===== src/rtl/psum_drain.sv =====
// psum_drain
// ----------
// Drains partial sums from the bottom row of a systolic array. The columns
// arrive diagonally skewed: column c reports its result c cycles after
// column 0. This block delays each column so that a whole result row lines
// up in a single cycle, then queues the aligned row in a small FIFO for a
// downstream consumer that has a valid/ready handshake.
//
// Parameters
//   N_COLS      number of array columns drained
//   DATA_WIDTH  width of one psum (signed, passed through untouched)
//   FIFO_DEPTH  number of queued rows (power of two, >= 2)
//
// Ports
//   clk           clock, rising edge
//   rst           synchronous active-low reset
//   col_psum_in   skewed psums, column c at [c*DATA_WIDTH +: DATA_WIDTH]
//   col_valid_in  skewed valids, bit c = column c
//   out_row       head row of the FIFO, all-zero while out_valid is low
//   out_valid     FIFO holds at least one row
//   out_ready     consumer takes the head row when out_valid is high
//   err_clr       clears the sticky error flags
//   skew_err      sticky: an aligned row had a mix of valid and invalid columns
//   ovf_err       sticky: a complete row was dropped because the FIFO was full
//   row_count     rows accepted into the FIFO since reset (wraps at 16 bits)

module psum_drain #(
   parameter int N_COLS     = 2,
   parameter int DATA_WIDTH = 16,
   parameter int FIFO_DEPTH = 4
) (
   input  logic                         clk,
   input  logic                         rst,
   input  logic [N_COLS*DATA_WIDTH-1:0] col_psum_in,
   input  logic [N_COLS-1:0]            col_valid_in,
   output logic [N_COLS*DATA_WIDTH-1:0] out_row,
   output logic                         out_valid,
   input  logic                         out_ready,
   input  logic                         err_clr,
   output logic                         skew_err,
   output logic                         ovf_err,
   output logic [15:0]                  row_count
);

   localparam int ROW_W = N_COLS * DATA_WIDTH;
   localparam int PTR_W = (FIFO_DEPTH > 1) ? $clog2(FIFO_DEPTH) : 1;
   localparam int CNT_W = $clog2(FIFO_DEPTH + 1);

   logic [ROW_W-1:0]  aligned_row;
   logic [N_COLS-1:0] aligned_valid;

   // Deskew: column c is delayed by (N_COLS-1-c) stages so that every column
   // of a row reaches the aligned bus in the cycle the last column reports.
   // The last column needs no delay and is wired straight through.
   for (genvar c = 0; c < N_COLS; c++) begin : g_col
      localparam int STAGES = N_COLS - 1 - c;

      if (STAGES == 0) begin : g_direct
         assign aligned_row[c*DATA_WIDTH +: DATA_WIDTH] = col_psum_in[c*DATA_WIDTH +: DATA_WIDTH];
         assign aligned_valid[c]                        = col_valid_in[c];
      end else begin : g_delay
         logic [DATA_WIDTH-1:0] stage_data [STAGES];
         logic [STAGES-1:0]     stage_valid;

         // Data and valid travel together so a reset wipes any partly
         // captured row along with its payload.
         always_ff @(posedge clk) begin
            if (!rst) begin
               for (int s = 0; s < STAGES; s++) begin
                  stage_data[s] <= '0;
               end
               stage_valid <= '0;
            end else begin
               stage_data[0]  <= col_psum_in[c*DATA_WIDTH +: DATA_WIDTH];
               stage_valid[0] <= col_valid_in[c];
               for (int s = 1; s < STAGES; s++) begin
                  stage_data[s]  <= stage_data[s-1];
                  stage_valid[s] <= stage_valid[s-1];
               end
            end
         end

         assign aligned_row[c*DATA_WIDTH +: DATA_WIDTH] = stage_data[STAGES-1];
         assign aligned_valid[c]                        = stage_valid[STAGES-1];
      end
   end

   logic [ROW_W-1:0] mem [FIFO_DEPTH];
   logic [PTR_W-1:0] wr_ptr;
   logic [PTR_W-1:0] rd_ptr;
   logic [CNT_W-1:0] occupancy;

   logic row_complete;
   logic row_mixed;
   logic fifo_full;
   logic push;
   logic pop;
   logic drop;

   // A full FIFO still accepts a row when the head leaves at the same edge,
   // so a consumer running at full rate never causes a drop.
   always_comb begin
      row_complete = &aligned_valid;
      row_mixed    = (|aligned_valid) && !row_complete;
      fifo_full    = (occupancy == CNT_W'(FIFO_DEPTH));
      out_valid    = (occupancy != '0);
      pop          = out_valid && out_ready;
      push         = row_complete && (!fifo_full || pop);
      drop         = row_complete && fifo_full && !pop;
   end

   // The head is only ever read from storage, never bypassed from the
   // aligned bus, and is masked to zero whenever nothing is queued.
   always_comb begin
      out_row = '0;
      if (out_valid) begin
         out_row = mem[rd_ptr];
      end
   end

   // Row storage needs no reset: the occupancy counter decides what is live.
   always_ff @(posedge clk) begin
      if (push) begin
         mem[wr_ptr] <= aligned_row;
      end
   end

   // Pointers wrap explicitly at FIFO_DEPTH; the occupancy counter tells
   // full from empty when the pointers are equal.
   always_ff @(posedge clk) begin
      if (!rst) begin
         wr_ptr    <= '0;
         rd_ptr    <= '0;
         occupancy <= '0;
         row_count <= '0;
      end else begin
         if (push) begin
            wr_ptr    <= (wr_ptr == PTR_W'(FIFO_DEPTH - 1)) ? '0 : wr_ptr + PTR_W'(1);
            row_count <= row_count + 16'd1;
         end
         if (pop) begin
            rd_ptr <= (rd_ptr == PTR_W'(FIFO_DEPTH - 1)) ? '0 : rd_ptr + PTR_W'(1);
         end
         if (push && !pop) begin
            occupancy <= occupancy + CNT_W'(1);
         end else if (pop && !push) begin
            occupancy <= occupancy - CNT_W'(1);
         end
      end
   end

   // Sticky error flags: a new error at the same edge as err_clr wins, so an
   // event is never lost to a clear that raced it.
   always_ff @(posedge clk) begin
      if (!rst) begin
         skew_err <= 1'b0;
         ovf_err  <= 1'b0;
      end else begin
         if (row_mixed) begin
            skew_err <= 1'b1;
         end else if (err_clr) begin
            skew_err <= 1'b0;
         end
         if (drop) begin
            ovf_err <= 1'b1;
         end else if (err_clr) begin
            ovf_err <= 1'b0;
         end
      end
   end

endmodule

===== config.mk =====
export PLATFORM = sky130hd
export DESIGN_NAME = psum_drain
export DESIGN_NICKNAME = d
export VERILOG_FILES = /design/src/rtl/psum_drain.sv
export SDC_FILE = /design/constraint.sdc
export NUM_CORES = 1
export LEC_CHECK = 0
export CORE_UTILIZATION = 54
export DETAILED_ROUTE_END_ITERATION = 8
export GPL_TIMING_DRIVEN = 0
export PLACE_DENSITY = 0.79
export SYNTH_ARGS = -nofsm -noshare
export SYNTH_HDL_FRONTEND = slang
export SYNTH_SLANG_ARGS = --single-unit
export TNS_END_PERCENT = 5

===== constraint.sdc =====
create_clock -name clk -period 2.7 [get_ports clk]
set_input_delay 0.27 -clock clk [delete_from_list [all_inputs] [get_ports clk]]
set_output_delay 0.27 -clock clk [all_outputs]
set_load 0.1 [all_outputs]

# Word level (Yosys, flattened, before mapping)
# Memory sizes are Yosys's and may differ from the RTL's. A register that Yosys moved wholly into a read port is not among the register bits.
# Index checks and enable logic that the tools add are counted.
# classes
addsub	5
n_mul	0
div	0
n_lt_le_gt_ge	0
eq_ne	3
shifts	0
muxes	16
bitwise_logic	0
n_reduce_logical	19
# ops
cell	n
32-bit 2-to-1 mux	1
16-bit by 1-bit adder with 16-bit output, second input constant	1
16-bit 2-to-1 mux	1
16-bit OR reduction	1
1-bit 2-to-1 mux	8
2-bit 2-to-1 mux	4
1-bit logical AND	7
3-bit 2-to-1 mux	2
2-bit nonzero test	3
2-bit by 1-bit adder with 2-bit output, second input constant	2
2-bit equality test, second input constant	2
1-bit logical NOT	4
3-bit by 1-bit adder with 3-bit output, second input constant	1
3-bit equality test, second input constant	1
3-bit nonzero test	1
3-bit by 1-bit subtractor with 3-bit output, second input constant	1
2-bit AND reduction	1
2-bit OR reduction	1
1-bit logical OR	1
# word_totals
reg_bits	26
latch_bits	0
ram_bits	144
rom_bits	0
inputBits	38
output_inout_bits	51
elab_cells	52
memories	2
# mem_list
memory	depth	word_bits	read_ports	rd_clocked_by_memory_dff	wr	line_no	text
mem	4	32	1	1	1	88	logic [ROW_W-1:0] mem [FIFO_DEPTH];
g_col[0].g_delay.stage_data	1	16	1	0	1	62	logic [DATA_WIDTH-1:0] stage_data [STAGES];

# Depth between registers and ports, before layout
# Gate-level depths: netlist (run 1).
# depth
ltp_word	8
ltp_mapped	10

# Worst setup path after synthesis (run 1)
# No wires, ideal clock.
# synth_timing
path_kind	register to output
start	register occupancy[0]
end	output port out_row[22]
arrival_time_ns	2.544
required_ns	2.430
path_slack_ns	-0.114
path_stages_with_launch	5
n_path_buf	2
cell_sequence	dfxtp_1 or3_1 clkbuf_1 clkbuf_1 and2_1
# synth_between
elab_chain_len	2
# synth_lines
item	line_no	text
start: declaration	91	logic [CNT_W-1:0] occupancy;
start signal: assignment	145	occupancy <= occupancy + CNT_W'(1);
start signal: assignment	147	occupancy <= occupancy - CNT_W'(1);
3-bit nonzero test	106	out_valid = (occupancy != '0);
named net out_valid	37	output logic out_valid,
32-bit 2-to-1 mux	116	if (out_valid) begin
end: declaration	36	output logic [N_COLS*DATA_WIDTH-1:0] out_row,
# The timed path passes the listed nets, and every way through them passes these cells.

==> results of run 1 <==
kinds of logic after synthesis:
logic type      after synthesis
buf+inv                      24
flops                       172
xor+xnor                     11
fa+ha+maj                     9
mux                          35
compound gates               21
simple gates                107
layout make-up:
cell class	count	area, sq um	area share (%)
Clock buffer	18	429	5.26
Sequential cell	172	4720	57.9
Buffer	18	81.3	0.997
Timing Repair Buffer	88	830	10.2
Tap cell	143	179	2.19
Multi-Input combinational cell	183	1710	21.0
Clock inverter	14	180	2.21
Inverter	6	22.5	0.276
per-layer routing:
layer | up-vias | share of wire, %
met5 | - | 0
li1 | 1656 | -
met1 | 1779 | 41
met3 | 11 | 4.5
met4 | 0 | 1.1
met2 | 85 | 53
how the worst min path moves through the flow:
| stage | startpoint | depth (start not counted) | endpoint |
|---|---|---|---|
| floorplan | col_psum_in[16] | 0 | mem[0][16] |
| global placement | g_col[0].g_delay.stage_data[0][10] | 0 | mem[1][10] |
| detailed placement | g_col[0].g_delay.stage_data[0][11] | 0 | mem[0][11] |
| CTS | col_psum_in[7] | 2 | g_col[0].g_delay.stage_data[0][7] |
| global route | col_psum_in[2] | 2 | g_col[0].g_delay.stage_data[0][2] |
| finish | col_psum_in[7] | 2 | g_col[0].g_delay.stage_data[0][7] |
per-stage QoR:
step	utilization, %	std cells
3_3_place_gp	65.3	610
4_1_cts	70.9	642
5_1_grt	70.3	642
3_5_place_dp	65.4	610
2_1_floorplan	-	379
6_report	70.3	642
flip-flops by register name, summed over array words and instances, names as in the netlist, named ones only:
register,count
mem,128
rd_ptr,2
ovf_err,1
g_col.g_delay.stage_data,16
wr_ptr,2
skew_err,1
g_col.g_delay.stage_valid,1
row_count,16
occupancy,3
synth_stat cells:
library cell	count	area share [%]
nand4_2	1	0.19
ha_1	8	1.5
and4_2	1	0.15
clkbuf_1	13	0.75
o31ai_1	4	0.46
nand3_1	4	0.31
or3_1	5	0.48
inv_1	5	0.29
inv_2	1	0.057
dfxtp_1	44	13
nor3_1	2	0.15
nand2b_1	1	0.096
o21ai_0	3	0.23
nor4_1	1	0.096
a22oi_1	1	0.12
buf_2	4	0.31
nor2_1	18	1.0
xor2_1	7	0.94
nand2_1	7	0.40
a21oi_1	13	1.0
buf_1	1	0.057
fa_1	1	0.31
and3_2	1	0.12
or4b_2	1	0.15
edfxtp_1	128	59
or4_1	4	0.46
mux2i_1	3	0.46
or3_2	1	0.12
nor4b_1	1	0.13
xnor2_1	4	0.54
nand4_1	4	0.38
mux4_2	32	11
and3_1	5	0.48
and2_1	50	4.8
power breakdown:
group / total [mW] / internal (mW) / switching, mW / leakage [nW]
Combinational: 4.01 / 0.921 / 3.09 / 0.963
Sequential: 2.99 / 2.93 / 0.0615 / 1.53
Clock: 2.48 / 1.47 / 1.00 / 0.298
critical path: stages, from the launching register on:
cell and delay, ps:
dfxtp_1 300, clkbuf_1 260, buf_4 310, mux4_2 530, and2_1 170, clkdlybuf4s15_2 460
cells in the final DEF (no fill, tap or decap), drive strengths merged, types with 5 or more instances in the layout:
master         synthesis  final
buf                    5     19
edfxtp               128    128
nor2                  18     18
nand2                  7      7
clkdlybuf4s50          0     55
inv                    6     11
and3                   6      6
clkdlybuf4s15          0     17
a21oi                 13     13
xor2                   7      7
nand4                  5      5
ha                     8      8
dfxtp                 44     44
clkinv                 0      5
or3                    6      6
clkbuf                13     31
and2                  50     50
mux4                  32     32
==> flow_summary.ini, run 1 <==
[die]
dieWidth_um = 112
coreArea_sq_mm = 0.0116
ios = 89
dieArea_sq_mm = 0.0125
row_count = 39
initial_core_util_pct = 56.2
die_h_um = 112

[critical_path]
crit_fanout = 10
ff2ff_path_depth = 10
critical_path_class = reg2out
regToRegEndpoint = occupancy[2]
cp.required_ps = 2430
arrival_ps = 2450
endpoint_kind = output port
crit_end = out_row[22]
cp-start-kind = flip-flop
r2r_start = g_col[0].g_delay.stage_valid
ff2ff_setup_slack_ps = 110

[drt]
drc = 5
drtIter0Drc = 213
vias = 3531
drtAntennaViolNets = 0
wirelength_mm = 11.4
wl_per_cell_um = 17.7
first_pass_iters = 6
viasPerCell = 5.50

[global_route]
antenna_found_initial = 0
busiest_layer = met2
grt_usage_pct = 19.9
grt_pass1_vias = 3692
gr-total-overflow = 0
use_met1_pct = 23.5
grtUsageMet2_pct = 34.9
grt_pass1_wl_mm = 18.4
grt_start_max_net_pins = 33
met3_usage_pct = 5.01

[logic_synthesis]
syn-instance-count = 379
ys_ff_latch = 172
synth_top_family_by_area = multiplexers
synth_adder_area_share_pct = 1.84
ys_seq_area_share_pct = 72.4
ys_warn_count = 0
synth_xor_area_share_pct = 1.48
synth-simple-area-share_pct = 9.55
synth.distinct_cells = 34
synth_compound_area_share_pct = 1.80
postSynthNetCount = 426
synth_mux_area_share_pct = 11.5
syn_avg_cell_area_sq_um = 17.2
syn_area_sq_mm = 0.00653

[timing]
timing.final.hold_violations = 0
setup_viol = 6
fin_tns_setup_ps = -82.2
fin_crit_sh_pct = 101
max_freq_mhz = 368
holdWs_ps = 426
worst_pin_slew_ps = 1020
slew_violations = 0
rsz0062_at_grt = yes
fin_crit_ps = 2720
fin_worst_skew_ps = 9.10
setup_ws_ps = -19.3
max_slew_margin_pct = 32.3

[placed_design]
dp_hpwl_mm = 6.87
portBuffers = 88
dpl_cell_area_sq_mm = 0.00759
pre_cts_ws_ps = -257
place_congestion = 0.755

[power_and_ir_drop]
p_per_area_mw_per_mm2 = 1160
ir_worst_vdd_uv = 532
p_leak_nw = 2.79
total_power_mw = 9.48

[cells_and_area]
drive_gt1_share_pct = 21.8
diodes = 0
design_area_sq_mm = 0.00816
fillCellCount = 771
nets = 533
syn_to_final_growth_pct = 25.0

[clocking]
numCtsBuffers = 17
clockBufferDepth = 2
cts_root_buf = clkbuf_16
cts_setup_buffers = 0
clk_latency_ps = 420
cts_resized = 98
h-tree-depth = 4
path_clk_slew_ps = 60
hold_buffers = 0
cts_tree = yes
clock-sinks = 172

[status]
violations = DRC, setup timing
status = complete, but fails checks

[job]
cap_viol_max_count = 0

[min_path]
hp-class = in2reg
No activity file was read; power rests on OpenSTA's default activity.
==> run 2: changes to the inputs <==
CELL_PAD_IN_SITES_DETAIL_PLACEMENT = 1   (was default)
CELL_PAD_IN_SITES_GLOBAL_PLACEMENT = 1   (was default)
CORE_MARGIN = 10   (was default)
CORE_UTILIZATION = 46   (was 54)
PLACE_DENSITY = default   (was 0.79)
PLACE_DENSITY_LB_ADDON = 0.1   (was default)
==> flow_summary.ini, run 2 (synthesis gave the netlist of run 1 again) <==
[status]
status = complete, but fails checks
violations = setup timing

[cells_and_area]
final_cells = 679
drive_gt1_share_pct = 22.2
top_regs = mem (128), g_col.g_delay.stage_data (16), row_count (16)
syn_to_final_growth_pct = 25.7
nets = 534
diodes = 0
final_cell_mix = edfxtp_1, clkdlybuf4s50_1, and2_1
largest_reg_flops = 128
fillCellCount = 1296
regMostFlops = mem
layout_commonest_cell = edfxtp_1

[drt]
vias = 3578
wl_per_cell_um = 19.8
drtAntennaViolNets = 0
first_pass_iters = 4
drc = 0
drtIter0Drc = 173
wirelength_mm = 13.4
viasPerCell = 5.27

[timing]
max_slew_margin_pct = 33.1
fin_worst_skew_ps = 9.61
worst_pin_slew_ps = 1000
setup_viol = 12
fin_crit_ps = 2730
setup_ws_ps = -28.6
timing.final.hold_violations = 0
fin_crit_sh_pct = 101
rsz0062_at_grt = yes
max_freq_mhz = 366
slew_violations = 0

[critical_path]
cp.required_ps = 2430
ff2ff_path_depth = 10
regToRegEndpoint = occupancy[2]
ff2ff_setup_slack_ps = 60
critical_path_class = reg2out
cp-start-kind = flip-flop
endpoint_kind = output port
crit_fanout = 10
arrival_ps = 2460
r2r_start = g_col[0].g_delay.stage_valid
crit_end = out_row[9]

[die]
coreArea_sq_mm = 0.0139
ios = 89
dieWidth_um = 139
dieArea_sq_mm = 0.0194
die_h_um = 139
initial_core_util_pct = 47.0
row_count = 43

[clocking]
numCtsBuffers = 17
hold_buffers = 0
path_clk_slew_ps = 60
clk_latency_ps = 430
clockBufferDepth = 2
cts_root_buf = clkbuf_16
clock-sinks = 172
h-tree-depth = 4
cts_tree = yes

[global_route]
grt_pass1_vias = 3896
gr-total-overflow = 0
grt_start_max_net_pins = 33
grt_usage_pct = 14.4
antenna_found_initial = 0
grt_pass1_wl_mm = 21.6

[power_and_ir_drop]
p_leak_nw = 2.76
p_per_area_mw_per_mm2 = 1140
ir_worst_vdd_uv = 556
total_power_mw = 9.39

[placed_design]
dp_hpwl_mm = 8.76
place_inst = 648
place_congestion = 0.740
portBuffers = 88

[min_path]
hp-class = in2reg

[job]
cap_viol_max_count = 0
[run 2: cell types whose count changed in the layout (fill, tap and decap cells not counted), moves of 2 or more]
cell             before  now
clkdlybuf4s15_2      17   22
clkinv_4              3    1
inv_6                 4    1
clkinv_2              2    4
buf_2                15   11
clkinvlp_4            1    3
clkbuf_2              1    3
[run 2: worst max-delay path, cell delays in order, from the launching register on]
cell and delay, ps:
dfxtp_1 300, clkbuf_1 250, buf_4 310, mux4_2 530
and2_1 170, clkdlybuf4s15_2 460
[run 2: final cells by class]
type                            count  area [sq um]  share of cell area [%]
Inverter                            6          22.5                   0.274
Clock inverter                     12           124                    1.51
Timing Repair Buffer               89           877                    10.7
Clock buffer                       19           433                    5.28
Buffer                             18          83.8                    1.02
Sequential cell                   172          4720                    57.6
Tap cell                          180           225                    2.74
Multi-Input combinational cell    183          1720                    20.9
[run 2: timing repair]
action | 4_1_cts | 5_1_grt
endpoints found under the setup margin | 33 | 33
setup buffers | 0 | 0
gates cloned | 0 | 0
resized for setup | 110 | 13
[run 2: how the worst min path moves through the flow]
stage,start,depth (start not counted),to,slack (ps)
after detailed placement,g_col[0].g_delay.stage_data[0][7],0,mem[2][7],470
final,col_psum_in[2],2,g_col[0].g_delay.stage_data[0][2],420
after global routing,col_psum_in[2],2,g_col[0].g_delay.stage_data[0][2],400
after floorplan,col_psum_in[16],0,mem[0][16],370
after CTS,col_psum_in[9],2,g_col[0].g_delay.stage_data[0][9],410
after global placement,g_col[0].g_delay.stage_data[0][7],0,mem[2][7],450
[run 2: power by group]
part           internal, mW  switching (mW)  leakage, nW
Sequential             2.93          0.0601         1.53
Combinational         0.965            3.13        0.970
Clock                  1.35           0.963        0.266
Total                  5.24            4.16         2.76
[run 2: per-stage QoR]
step	util (%)	setup WS, ps	hold WS [ps]	setup TNS [ps]	cell area [sq um]
6_report	59.1	-28.6	415	-143	8210
5_1_grt	59.1	-175	399	-3560	8210
4_1_cts	59.4	-105	406	-1840	8240
3_5_place_dp	55.2	-319	465	-8590	7660
3_3_place_gp	55.0	-611	445	-81040	7630
2_1_floorplan	-	279	369	0	6530
[run 2: metal layers]
layer / share of wire [%] / vias up / global-route usage [%]
met5: 0 / - / 0
met4: 1.1 / 0 / 4.94
met3: 5.1 / 16 / 5.31
met2: 50 / 89 / 23.7
met1: 44 / 1818 / 16.9
li1: - / 1655 / -
==> run 3: changes to the inputs <==
CELL_PAD_IN_SITES_DETAIL_PLACEMENT = default   (was 1)
CELL_PAD_IN_SITES_GLOBAL_PLACEMENT = default   (was 1)
CORE_UTILIZATION = 54   (was 46)
PLACE_DENSITY = 0.79   (was default)
PLACE_DENSITY_LB_ADDON = default   (was 0.1)
==> flow_summary.ini, run 3 (synthesis gave the netlist of run 1 again) <==
[status]
status = complete, but fails checks
violations = setup timing

[drt]
drc = 0
met3_length_um = 763
viasPerCell = 5.46
dr.max_layer_used = met4
dr_wl_met2_mm = 5.96
wirelength_mm = 12.2
vias = 3525
first_pass_iters = 4
wl_met1_mm = 5.35
wl_per_cell_um = 19.0
drtAntennaViolNets = 0
drtIter0Drc = 343

[cells_and_area]
final_cell_mix = edfxtp_1, clkdlybuf4s50_1, and2_1
syn_to_final_growth_pct = 24.5
top_regs = mem (128), g_col.g_delay.stage_data (16), row_count (16)
diodes = 0
regMostFlops = mem
largest_reg_flops = 128
multi_input_area_sq_mm = 0.00171
fillCellCount = 806
drive_gt1_share_pct = 22.0
seq_area_sq_mm = 0.00472
layout_commonest_cell = edfxtp_1
nets = 533

[timing]
timing.final.hold_violations = 0
setup_viol = 1
rsz0062_at_grt = yes
setup_ws_ps = -24.9
worst_pin_slew_ps = 996
fin_crit_sh_pct = 101
max_slew_margin_pct = 33.4
holdWs_ps = 436
max_freq_mhz = 367
fin_crit_ps = 2720
slew_violations = 0
fin_worst_skew_ps = 5.06

[clocking]
hold_buffers = 0
path_clk_slew_ps = 60
clock-sinks = 172
clk_latency_ps = 410
numCtsBuffers = 17
cts_setup_buffers = 0
h-tree-depth = 4
clockBufferDepth = 2
cts_root_buf = clkbuf_16
cts_tree = yes

[power_and_ir_drop]
intPower_mw = 5.34
ir_worst_vdd_uv = 559
switching_power_mw = 4.10
pwr-share-seq_pct = 31.6
sw_frac_of_total_pct = 43.4
p_per_area_mw_per_mm2 = 1160
pwr-share-comb_pct = 42.3
p_leak_nw = 2.80
clockPowerShare_pct = 26.0
total_power_mw = 9.45

[die]
die_h_um = 130
initial_core_util_pct = 54.8
row_count = 40
coreArea_sq_mm = 0.0119
dieWidth_um = 130
ios = 89
dieArea_sq_mm = 0.0169

[critical_path]
arrival_ps = 2450
cp_cell_sequence = clkbuf_1 -> buf_4 -> mux4_2 -> and2_1 -> clkdlybuf4s15_2
cpPeakStageDelay_ps = 520
cp.required_ps = 2430
critical_path_class = reg2out
crit_fanout = 10
cp-start-kind = flip-flop
crit_buf_inv = 3
crit_family = buffers and inverters
critPathSlowestCell = mux4_2
endpoint_kind = output port

[global_route]
grt_pass1_vias = 3763
grt_usage_pct = 15.4
grt_pass1_wl_mm = 19.5
grt_start_max_net_pins = 33
antenna_found_initial = 0
gr-total-overflow = 0

[placed_design]
portBuffers = 88
place_congestion = 0.795
dp_hpwl_mm = 7.84

[min_path]
hp-class = in2reg

[job]
cap_viol_max_count = 0
run 3: cell types whose count changed in the layout (fill, tap and decap cells not counted), sizes merged:
cell | previous run | this run
clkinvlp | 3 | 0
bufinv | 2 | 3
buf | 16 | 25
clkdlybuf4s15 | 22 | 10
clkbuf | 32 | 36
clkdlybuf4s18 | 0 | 1
run 3: final cells by class:
type | count | share of cell area [%]
buffer | 18 | 1.02
clock buffer | 22 | 5.84
clock inverter | 10 | 1.68
inverter | 6 | 0.277
multi-input combinational | 183 | 21.1
sequential | 172 | 58.2
tap | 147 | 2.26
timing repair buffer | 88 | 9.69
run 3: worst reg2reg max path: stages, from the launching register on:
cell and delay (ps):
dfxtp_1 310, ha_1 180, clkbuf_1 330, and2_1 190, clkbuf_1 290, ha_1 240, inv_1 60, fa_1 370
xor2_1 160, or3_1 310, a21oi_1 140
run 3: final timing paths:
path                                     start                                end  slack [ps]  cells after the start
max                                  flip-flop                        out_row[30]         -20                      5
min                             col_psum_in[5]  g_col[0].g_delay.stage_data[0][5]         440                      2
max reg2reg       g_col[0].g_delay.stage_valid                       occupancy[2]          60                     10
min reg2reg  g_col[0].g_delay.stage_data[0][9]                          mem[0][9]         470                      0
run 3: routing by layer:
layer,vias to the layer above,global-route usage [%]
met5,-,0
met2,102,24.5
met3,11,5.07
met1,1751,18.7
met4,0,7.14
li1,1661,-
run 3: power groups by stage:
stage / Clock, mW / Combinational, mW / Sequential, mW
after CTS: 2.50 / 4.12 / 2.99
after global routing: 2.62 / 4.18 / 3.00
after floorplan: 0 / 3.26 / 3.05
final: 2.46 / 4.00 / 2.99
after global placement: 0 / 4.22 / 3.04
after detailed placement: 0 / 4.26 / 3.04
run 3: repair_timing:
item | in CTS | in global routing
cloned | 0 | 0
pin swaps | 0 | 0
endpoints found under the setup margin | 33 | 33
resized for setup | 117 | 26
run 3: metrics by stage:
| step | setup slack [ps] | setup TNS [ps] | util, % | instances | instance area, sq um |
|---|---|---|---|---|---|
| 3_5_place_dp | -350 | -7310 | 63.8 | 614 | 7600 |
| 6_report | -24.9 | -24.9 | 68.2 | 646 | 8120 |
| 5_1_grt | -150 | -1960 | 68.2 | 646 | 8120 |
| 3_3_place_gp | -487 | -63310 | 63.7 | 614 | 7590 |
| 4_1_cts | -86.8 | -1400 | 68.8 | 646 | 8200 |
| 2_1_floorplan | 279 | 0 | - | 379 | 6530 |
